$ cat src/rtl/tinker_mem_arbiter.sv
// -----------------------------------------------------------------------------
// tinker_mem_arbiter
//
// Purpose:
//   Shares the single-ported tinker memory between instruction fetch (F) and
//   data load/store (D). One access is in flight at a time. A request is
//   accepted over a valid/ready handshake in IDLE. The access is issued for one
//   cycle, the arbiter waits MEM_LAT cycles for read data, and then it returns a
//   one-cycle response pulse to the requester that won.
//
//   Default policy: data first. If fetch loses STARVE_MAX consecutive
//   arbitrations while it is requesting, fetch is forced to win.
//
//   Optional build macro ARB_RR_EN: when it is defined, a tie goes to the side
//   opposite the last grant (round robin), and no starvation counter exists.
//
// Ports:
//   clk, reset          clock; synchronous active-high reset
//   f_req_valid/ready   fetch request handshake, f_addr = byte address
//   f_resp_valid/data   fetch response pulse, low 32 bits of the memory word
//   d_req_valid/ready   data request handshake; d_we, d_addr, d_wdata
//   d_resp_valid/data   load data or store acknowledge (data 0 for a store)
//   mem_en/we/addr/wdata registered memory strobe, active only in ISSUE
//   mem_rdata           memory read data, valid MEM_LAT cycles after mem_en
// -----------------------------------------------------------------------------
module tinker_mem_arbiter #(
    parameter int ADDR_W     = 32,
    parameter int DATA_W     = 64,
    parameter int MEM_LAT    = 2,
    parameter int STARVE_MAX = 4
) (
    input  logic              clk,
    input  logic              reset,

    input  logic              f_req_valid,
    output logic              f_req_ready,
    input  logic [ADDR_W-1:0] f_addr,
    output logic              f_resp_valid,
    output logic [31:0]       f_resp_data,

    input  logic              d_req_valid,
    output logic              d_req_ready,
    input  logic              d_we,
    input  logic [ADDR_W-1:0] d_addr,
    input  logic [DATA_W-1:0] d_wdata,
    output logic              d_resp_valid,
    output logic [DATA_W-1:0] d_resp_data,

    output logic              mem_en,
    output logic              mem_we,
    output logic [ADDR_W-1:0] mem_addr,
    output logic [DATA_W-1:0] mem_wdata,
    input  logic [DATA_W-1:0] mem_rdata
);

    localparam int CNT_W = $clog2(MEM_LAT + 1);

    typedef enum logic [1:0] {
        S_IDLE,
        S_ISSUE,
        S_WAIT,
        S_RESP
    } state_t;

    state_t              r_state;
    state_t              w_state_nxt;

    // Latched request attributes still needed after ISSUE
    logic                r_id_f;       // 1 = fetch owns the access
    logic                r_we;
    logic [CNT_W-1:0]    r_wait_cnt;
    logic [DATA_W-1:0]   r_rdata;

    // Registered memory strobe and payload
    logic                r_mem_en;
    logic                r_mem_we;
    logic [ADDR_W-1:0]   r_mem_addr;
    logic [DATA_W-1:0]   r_mem_wdata;

    // Arbitration
    logic                w_prio_f;     // fetch wins a tie
    logic                w_f_wins;
    logic                w_d_wins;
    logic                w_hs_f;
    logic                w_hs_d;
    logic                w_hs;
    logic                w_last_wait;

    // Mux of the winning request
    logic [ADDR_W-1:0]   w_req_addr;
    logic [DATA_W-1:0]   w_req_wdata;
    logic                w_req_we;

    // -------------------------------------------------------------------------
    // Tie-break priority
    // -------------------------------------------------------------------------
`ifdef ARB_RR_EN
    logic                r_last_f;     // 1 = last grant went to fetch

    assign w_prio_f = !r_last_f;

    always_ff @(posedge clk) begin
        if (reset) begin
            r_last_f <= 1'b0;
        end else if (w_hs) begin
            r_last_f <= w_hs_f;
        end
    end
`else
    localparam int STARVE_W = $clog2(STARVE_MAX + 1);

    logic [STARVE_W-1:0] r_starve_cnt;

    assign w_prio_f = (r_starve_cnt == STARVE_W'(STARVE_MAX));

    // Counts grants to D that fetch lost while requesting. It saturates, so
    // fetch keeps priority until it is actually granted.
    always_ff @(posedge clk) begin
        if (reset) begin
            r_starve_cnt <= '0;
        end else if (w_hs_f) begin
            r_starve_cnt <= '0;
        end else if (w_hs_d && f_req_valid && !w_prio_f) begin
            r_starve_cnt <= r_starve_cnt + STARVE_W'(1);
        end
    end
`endif

    assign w_f_wins = f_req_valid && (!d_req_valid || w_prio_f);
    assign w_d_wins = d_req_valid && !w_f_wins;

    assign w_hs_f = f_req_ready && f_req_valid;
    assign w_hs_d = d_req_ready && d_req_valid;
    assign w_hs   = w_hs_f || w_hs_d;

    assign w_req_addr  = w_hs_f ? f_addr : d_addr;
    assign w_req_we    = w_hs_d && d_we;
    assign w_req_wdata = w_hs_d ? d_wdata : '0;

    assign w_last_wait = (r_wait_cnt == CNT_W'(1));

    // -------------------------------------------------------------------------
    // Next state and ready. Ready is also gated by reset, so no handshake can
    // be reported in a cycle that the reset is about to discard.
    // -------------------------------------------------------------------------
    always_comb begin
        w_state_nxt = r_state;
        f_req_ready = 1'b0;
        d_req_ready = 1'b0;

        case (r_state)
            S_IDLE: begin
                if (!reset) begin
                    f_req_ready = w_f_wins;
                    d_req_ready = w_d_wins;
                end
                if (w_f_wins || w_d_wins) begin
                    w_state_nxt = S_ISSUE;
                end
            end
            S_ISSUE: begin
                w_state_nxt = S_WAIT;
            end
            S_WAIT: begin
                if (w_last_wait) begin
                    w_state_nxt = S_RESP;
                end
            end
            S_RESP: begin
                w_state_nxt = S_IDLE;
            end
            default: begin
                w_state_nxt = S_IDLE;
            end
        endcase
    end

    // -------------------------------------------------------------------------
    // Control state
    // -------------------------------------------------------------------------
    always_ff @(posedge clk) begin
        if (reset) begin
            r_state    <= S_IDLE;
            r_id_f     <= 1'b0;
            r_we       <= 1'b0;
            r_wait_cnt <= '0;
        end else begin
            r_state <= w_state_nxt;
            if (w_hs) begin
                r_id_f <= w_hs_f;
                r_we   <= w_req_we;
            end
            if (r_state == S_ISSUE) begin
                r_wait_cnt <= CNT_W'(MEM_LAT);
            end else if (r_state == S_WAIT) begin
                r_wait_cnt <= r_wait_cnt - CNT_W'(1);
            end
        end
    end

    // -------------------------------------------------------------------------
    // Memory strobe. It is loaded on the handshake edge, so it is high exactly
    // during ISSUE, and it is zero in every other cycle. Because ISSUE lasts
    // one cycle, a store writes exactly once.
    // -------------------------------------------------------------------------
    always_ff @(posedge clk) begin
        if (reset) begin
            r_mem_en    <= 1'b0;
            r_mem_we    <= 1'b0;
            r_mem_addr  <= '0;
            r_mem_wdata <= '0;
        end else if (w_hs) begin
            r_mem_en    <= 1'b1;
            r_mem_we    <= w_req_we;
            r_mem_addr  <= w_req_addr;
            r_mem_wdata <= w_req_wdata;
        end else begin
            r_mem_en    <= 1'b0;
            r_mem_we    <= 1'b0;
            r_mem_addr  <= '0;
            r_mem_wdata <= '0;
        end
    end

    // -------------------------------------------------------------------------
    // Read data capture in the last WAIT cycle. The captured value is only
    // visible through the gated response outputs, so it needs no reset.
    // -------------------------------------------------------------------------
    always_ff @(posedge clk) begin
        if (r_state == S_WAIT && w_last_wait) begin
            r_rdata <= mem_rdata;
        end
    end

    assign mem_en    = r_mem_en;
    assign mem_we    = r_mem_we;
    assign mem_addr  = r_mem_addr;
    assign mem_wdata = r_mem_wdata;

    assign f_resp_valid = (r_state == S_RESP) && r_id_f;
    assign d_resp_valid = (r_state == S_RESP) && !r_id_f;

    // A store still captures the memory bus, but it reports zero data.
    assign f_resp_data = f_resp_valid ? r_rdata[31:0] : 32'h0;
    assign d_resp_data = (d_resp_valid && !r_we) ? r_rdata : '0;

endmodule

$ cat config.mk
export PLATFORM = sky130hd
export DESIGN_NAME = tinker_mem_arbiter
export DESIGN_NICKNAME = d
export VERILOG_FILES = /design/src/rtl/tinker_mem_arbiter.sv
export SDC_FILE = /design/constraint.sdc
export NUM_CORES = 1
export LEC_CHECK = 0
export ABC_AREA = 0
export BUFFER_PORTS_ARGS = -buffer_cell sky130_fd_sc_hd__buf_2
export CORE_AREA = 2 2 155 157
export CTS_BUF_LIST = sky130_fd_sc_hd__clkbuf_8
export DETAILED_ROUTE_END_ITERATION = 8
export DIE_AREA = 0 0 157 159
export GPL_ROUTABILITY_DRIVEN = 0
export SLEW_MARGIN = 10
export SYNTH_ARGS = -nofsm -noshare
export SYNTH_HDL_FRONTEND = slang
export SYNTH_SLANG_ARGS = --single-unit
export TNS_END_PERCENT = 1
$ cat constraint.sdc
create_clock -name clk -period 2.6 [get_ports clk]
set_clock_uncertainty 0.2 [all_clocks]
set_input_delay 0.52 -clock clk [delete_from_list [all_inputs] [get_ports clk]]
set_output_delay 0.52 -clock clk [all_outputs]
set_load 0.02 [all_outputs]
After elaboration in Yosys (flattened, before gate mapping)
Index checks and enable logic that the tools add are counted.
Storage, ports and cells
  register bits: 171
  input bits: 197
  output and inout port bits: 198
  logic and storage cells: 61
Cells by class
  $add $sub $neg: 2
  equal/unequal tests: 7
  multiplexer cells: 13
  bitwise gates (word level): 2
  reduce and logical (&&, ||, !) cells: 26
Operator list (number)
  $mux 32: 2
  $mux 64: 1
  $logic_and 1x1->1: 11
  $mux 2: 4
  $pmux 2 s4: 1
  $reduce_or 2->1: 3
  $logic_not 1->1: 5
  $mux 1: 5
  $eq 2x1->1 const B: 2
  $eq 2x2->1 const B: 2
  $ne 2x2->1 const B: 2
  $add 3x1->3 const B: 1
  $eq 3x3->1 const B: 1
  $logic_or 1x1->1: 3
  $reduce_or 3->1: 1
  $logic_not 2->1: 1
  $not 1->1: 2
  $reduce_and 2->1: 1
  $reduce_bool 2->1: 1
  $sub 2x1->2 const B: 1

Logic depth before layout (Yosys ltp)
  depth in word-level cells: 11
  gate-level depth with buffers: 8
  depth with buffers taken out: 5

Worst setup path after synthesis
No wires, ideal clock.
  path type: register -> register
  from: register r_state[0]
  to: register r_rdata[0] (enable)
  library setup time: 428 ps
  arrival: 2165 ps
  required time: 1972 ps
  slack: -194 ps
  stages on the path, launching flop included: 4
  buffers on the path: 0
  period minus slack after synthesis: 2794 ps
  path through: dfxtp_1 > inv_1 > ha_1 > and2_1
Between the ends
  longest elaborated chain between the ends: 2
RTL lines
  start, declared: line 65  | state_t r_state;
  start signal, assigned: line 188  | r_state <= w_state_nxt;
  $eq 2x2->1: line 230  | if (r_state == S_WAIT && w_last_wait) begin
  $logic_and 1x1->1: line 230
  end signal, assigned: line 231  | r_rdata <= mem_rdata;
  end, declared: line 72  | logic [DATA_W-1:0] r_rdata;
Every way passes these cells.
A chain may end at the register's enable or synchronous reset.

Worst setup path after layout
  from: register r_state[0]
  to: output port d_resp_data[58]
Between the ends
  longest elaborated chain between the ends: 4
RTL lines
  $eq 2x2->1: line 241  | assign d_resp_valid = (r_state == S_RESP) && !r_id_f;
  $logic_and 1x1->1: line 241
  $logic_and 1x1->1: line 245  | assign d_resp_data = (d_resp_valid && !r_we) ? r_rdata : '0;
  $mux 64: line 245
  end, declared: line 47  | output logic [DATA_W-1:0] d_resp_data,
Every way passes these cells.

==> impl_metrics.tcl <==
set metrics [dict create \
    hp-class "primary input to register" \
    max-vdd-ir-drop_mv 0.379 \
    synth-async-reset-ratio_pct 0 \
    syn_avg_cell_area_um2 13.2 \
    crit_path_end_kind "primary output" \
    clockRootBuffer "clkbuf_8" \
    start_util_pct 25.5 \
    drive_gt1_share_pct 56.2 \
    route.detailed.drc 0 \
    path_class "register to primary output" \
    crit_slowest_cell "dfxtp_4" \
    holdWs_ns 0.0482 \
    layout_commonest_cell "buf_2" \
    worstReg2RegEnd "mem_addr[31]" \
    r2r_slack_ns 0.49 \
    dr.pass1.iters 4 \
    ys.warnings.count 0 \
    drt_iter0_drc 204 \
    startpoint "r_state[0]" \
    max_cap_viol_count 0 \
    syn_inst 446 \
    routedWlPerCell_um 15.8 \
    core-area_um2 23200 \
    grt_pass1_vias 4788 \
    port_buffers 394 \
    startpoint_type "register" \
    path_common_cell "nor2b_4" \
    slew_viol_final 0 \
    finish.utilization_pct 40.8 \
    die_h_um 159 \
    clkTransAtPathRegs_ns 0.10 \
    synth_cell_type_count 33 \
    min_period_ns 2.59 \
    worst-path-buf-inv 3 \
    rr_worst_depth 6 \
    max_freq_mhz 387 \
    netlist_area_um2 5910 \
    rr_startpoint "r_state[0]" \
    ys.flop_type "dfxtp_1" \
    p_leak_nw 4.65 \
    p_per_area_nw_per_um2 748 \
    crit_chain "ha_4 > nor2b_4 > nor2b_4 > buf_12 > clkbuf_16 > and2_1 > buf_6" \
    ios 395 \
    setup_viol 0 \
    dp_slack_ns 0.356 \
    placed_cell_area_um2 8230 \
    p_total_w 0.00708 \
    worstPathArrival_ns 1.87 \
    antenna_found_initial 2 \
    synth-seq-cells 171 \
    grt_max_degree 65 \
    grt-ovfl-total 0 \
    synth_edf_count 64 \
    numCtsBuffers 17 \
    layout_common_cells "332 x buf_2, 105 x dfxtp_1, 89 x and2_1, 64 x edfxtp_1, 54 x buf_6" \
    fin_ws_ns 0.0143 \
    finalNetCount 1069 \
    clockBufferDepth 2 \
    die_w_um 157 \
    grt_pass1_wl_um 25800 \
    crit_family "buffers and inverters" \
    vias_per_cell 4.10 \
    cts_tree "done" \
    std_cell_rows 56 \
    cts.sinks 171 \
    num_vias 4911 \
    crit_fanout 16 \
    insertion_delay_ns 0.44 \
    dpl.hpwl_um 13300 \
    hold_viol_final 0 \
    timing.final.crit_share_pct 99.5 \
    worstMarginPinSlew_ns 0.474 \
    ys_seq_area_share_pct 68.8 \
    rsz0062_at_grt "yes" \
    synth_fp_nets 651 \
    grt_util_all_layers_pct 13.5 \
    routed_wl_um 19000 \
    status "finished clean" \
    crit_cells 7 \
    crit_end "d_resp_data[58]" \
    fin_area_um2 9460 \
    critPathMaxStageDelay_ns 0.38 \
    dieArea_um2 25000 \
    max_slew_margin_pct 68.4 \
    h-tree-depth 4 \
    cp_data_required_time_ns 1.88 \
    area_growth_pct 60.0 \
    ant_nets 0 \
]
[kinds of logic after synthesis]
| logic type | after synthesis | share of synthesized area [%] |
|---|---|---|
| buffers and inverters | 35 | 3.01 |
| xor gates and xnor gates | 1 | 0.148 |
| AOI/OAI and AO/OA | 45 | 6.50 |
| adders and majority gates | 8 | 1.69 |
| DFF | 171 | 68.8 |
| and+or+nand+nor | 184 | 19.5 |
| muxes | 2 | 0.360 |
[through the flow]
stage	setup TNS [ns]	instances
after floorplan	0	446
after global placement	0	1138
after detailed placement	0	1138
after CTS	-0.852	1184
after global routing	-5.27	1196
final	0	1197
[how the worst min path moves through the flow]
stage | slack (ns) | end | startpoint | cells past startpoint
after floorplan | 0.25 | r_starve_cnt[1] | r_starve_cnt[1] | 2
after global placement | 0.28 | r_starve_cnt[1] | r_starve_cnt[1] | 2
after detailed placement | 0.28 | r_starve_cnt[0] | r_starve_cnt[0] | 2
after CTS | 0.0002 | r_rdata[49] | mem_rdata[49] | 1
after global routing | -0.0006 | r_rdata[36] | mem_rdata[36] | 1
final | 0.05 | r_rdata[8] | mem_rdata[8] | 1
[cell type report]
cell class	instances	area (um^2)
sequential	171	4070
clock inverter	13	133
multi-input combinational	240	1810
inverter	7	26.3
antenna	1	2.50
timing repair buffer	427	2760
fill	2245	13700
clock buffer	19	262
tap	319	399
[state kept, by name, indices dropped and copies added, names as in the netlist]
register	count
r_starve_cnt	3
r_we	1
mem_en	1
r_rdata	64
r_wait_cnt	2
mem_wdata	64
r_state	2
r_id_f	1
mem_addr	32
mem_we	1
[cells in the mapped netlist (2+ instances only)]
library cell,n,area share (%)
and2_1,131,14
inv_1,7,0.44
nor2b_1,2,0.21
edfxtp_1,64,33
nand4_1,2,0.21
ha_1,8,1.7
dfxtp_1,107,36
nor2_1,3,0.19
buf_4,3,0.38
a21oi_1,5,0.42
and3_1,32,3.4
nor3b_1,2,0.25
a22o_1,31,4.6
buf_2,4,0.34
clkbuf_1,17,1.1
buf_6,4,0.76
nand2_1,7,0.44
o21ai_0,2,0.17
[layer usage]
metal / global-route usage [%] / wire length (um) / vias to the layer above
met4: 4.13 / 240 / 4
met2: 23.9 / 9750 / 254
met5: 0 / 27 / -
met1: 14.9 / 7320 / 2282
li1: - / - / 2354
met3: 5.28 / 1620 / 17
[power by group]
part	switching, W	internal [W]	total [W]
registers	0.0000977	0.00305	0.00315
clock network	0.00103	0.000838	0.00187
logic	0.00113	0.000930	0.00206
[timing repair]
action	in CTS	in global routing
endpoints found under the setup margin	66	66
pin swaps	0	38
hold buffers	12	7
buffers inserted	1	2
endpoints found under the hold margin	12	7
gates resized for setup	53	116
gates cloned	1	4
No activity file was read; power rests on OpenSTA's default activity.
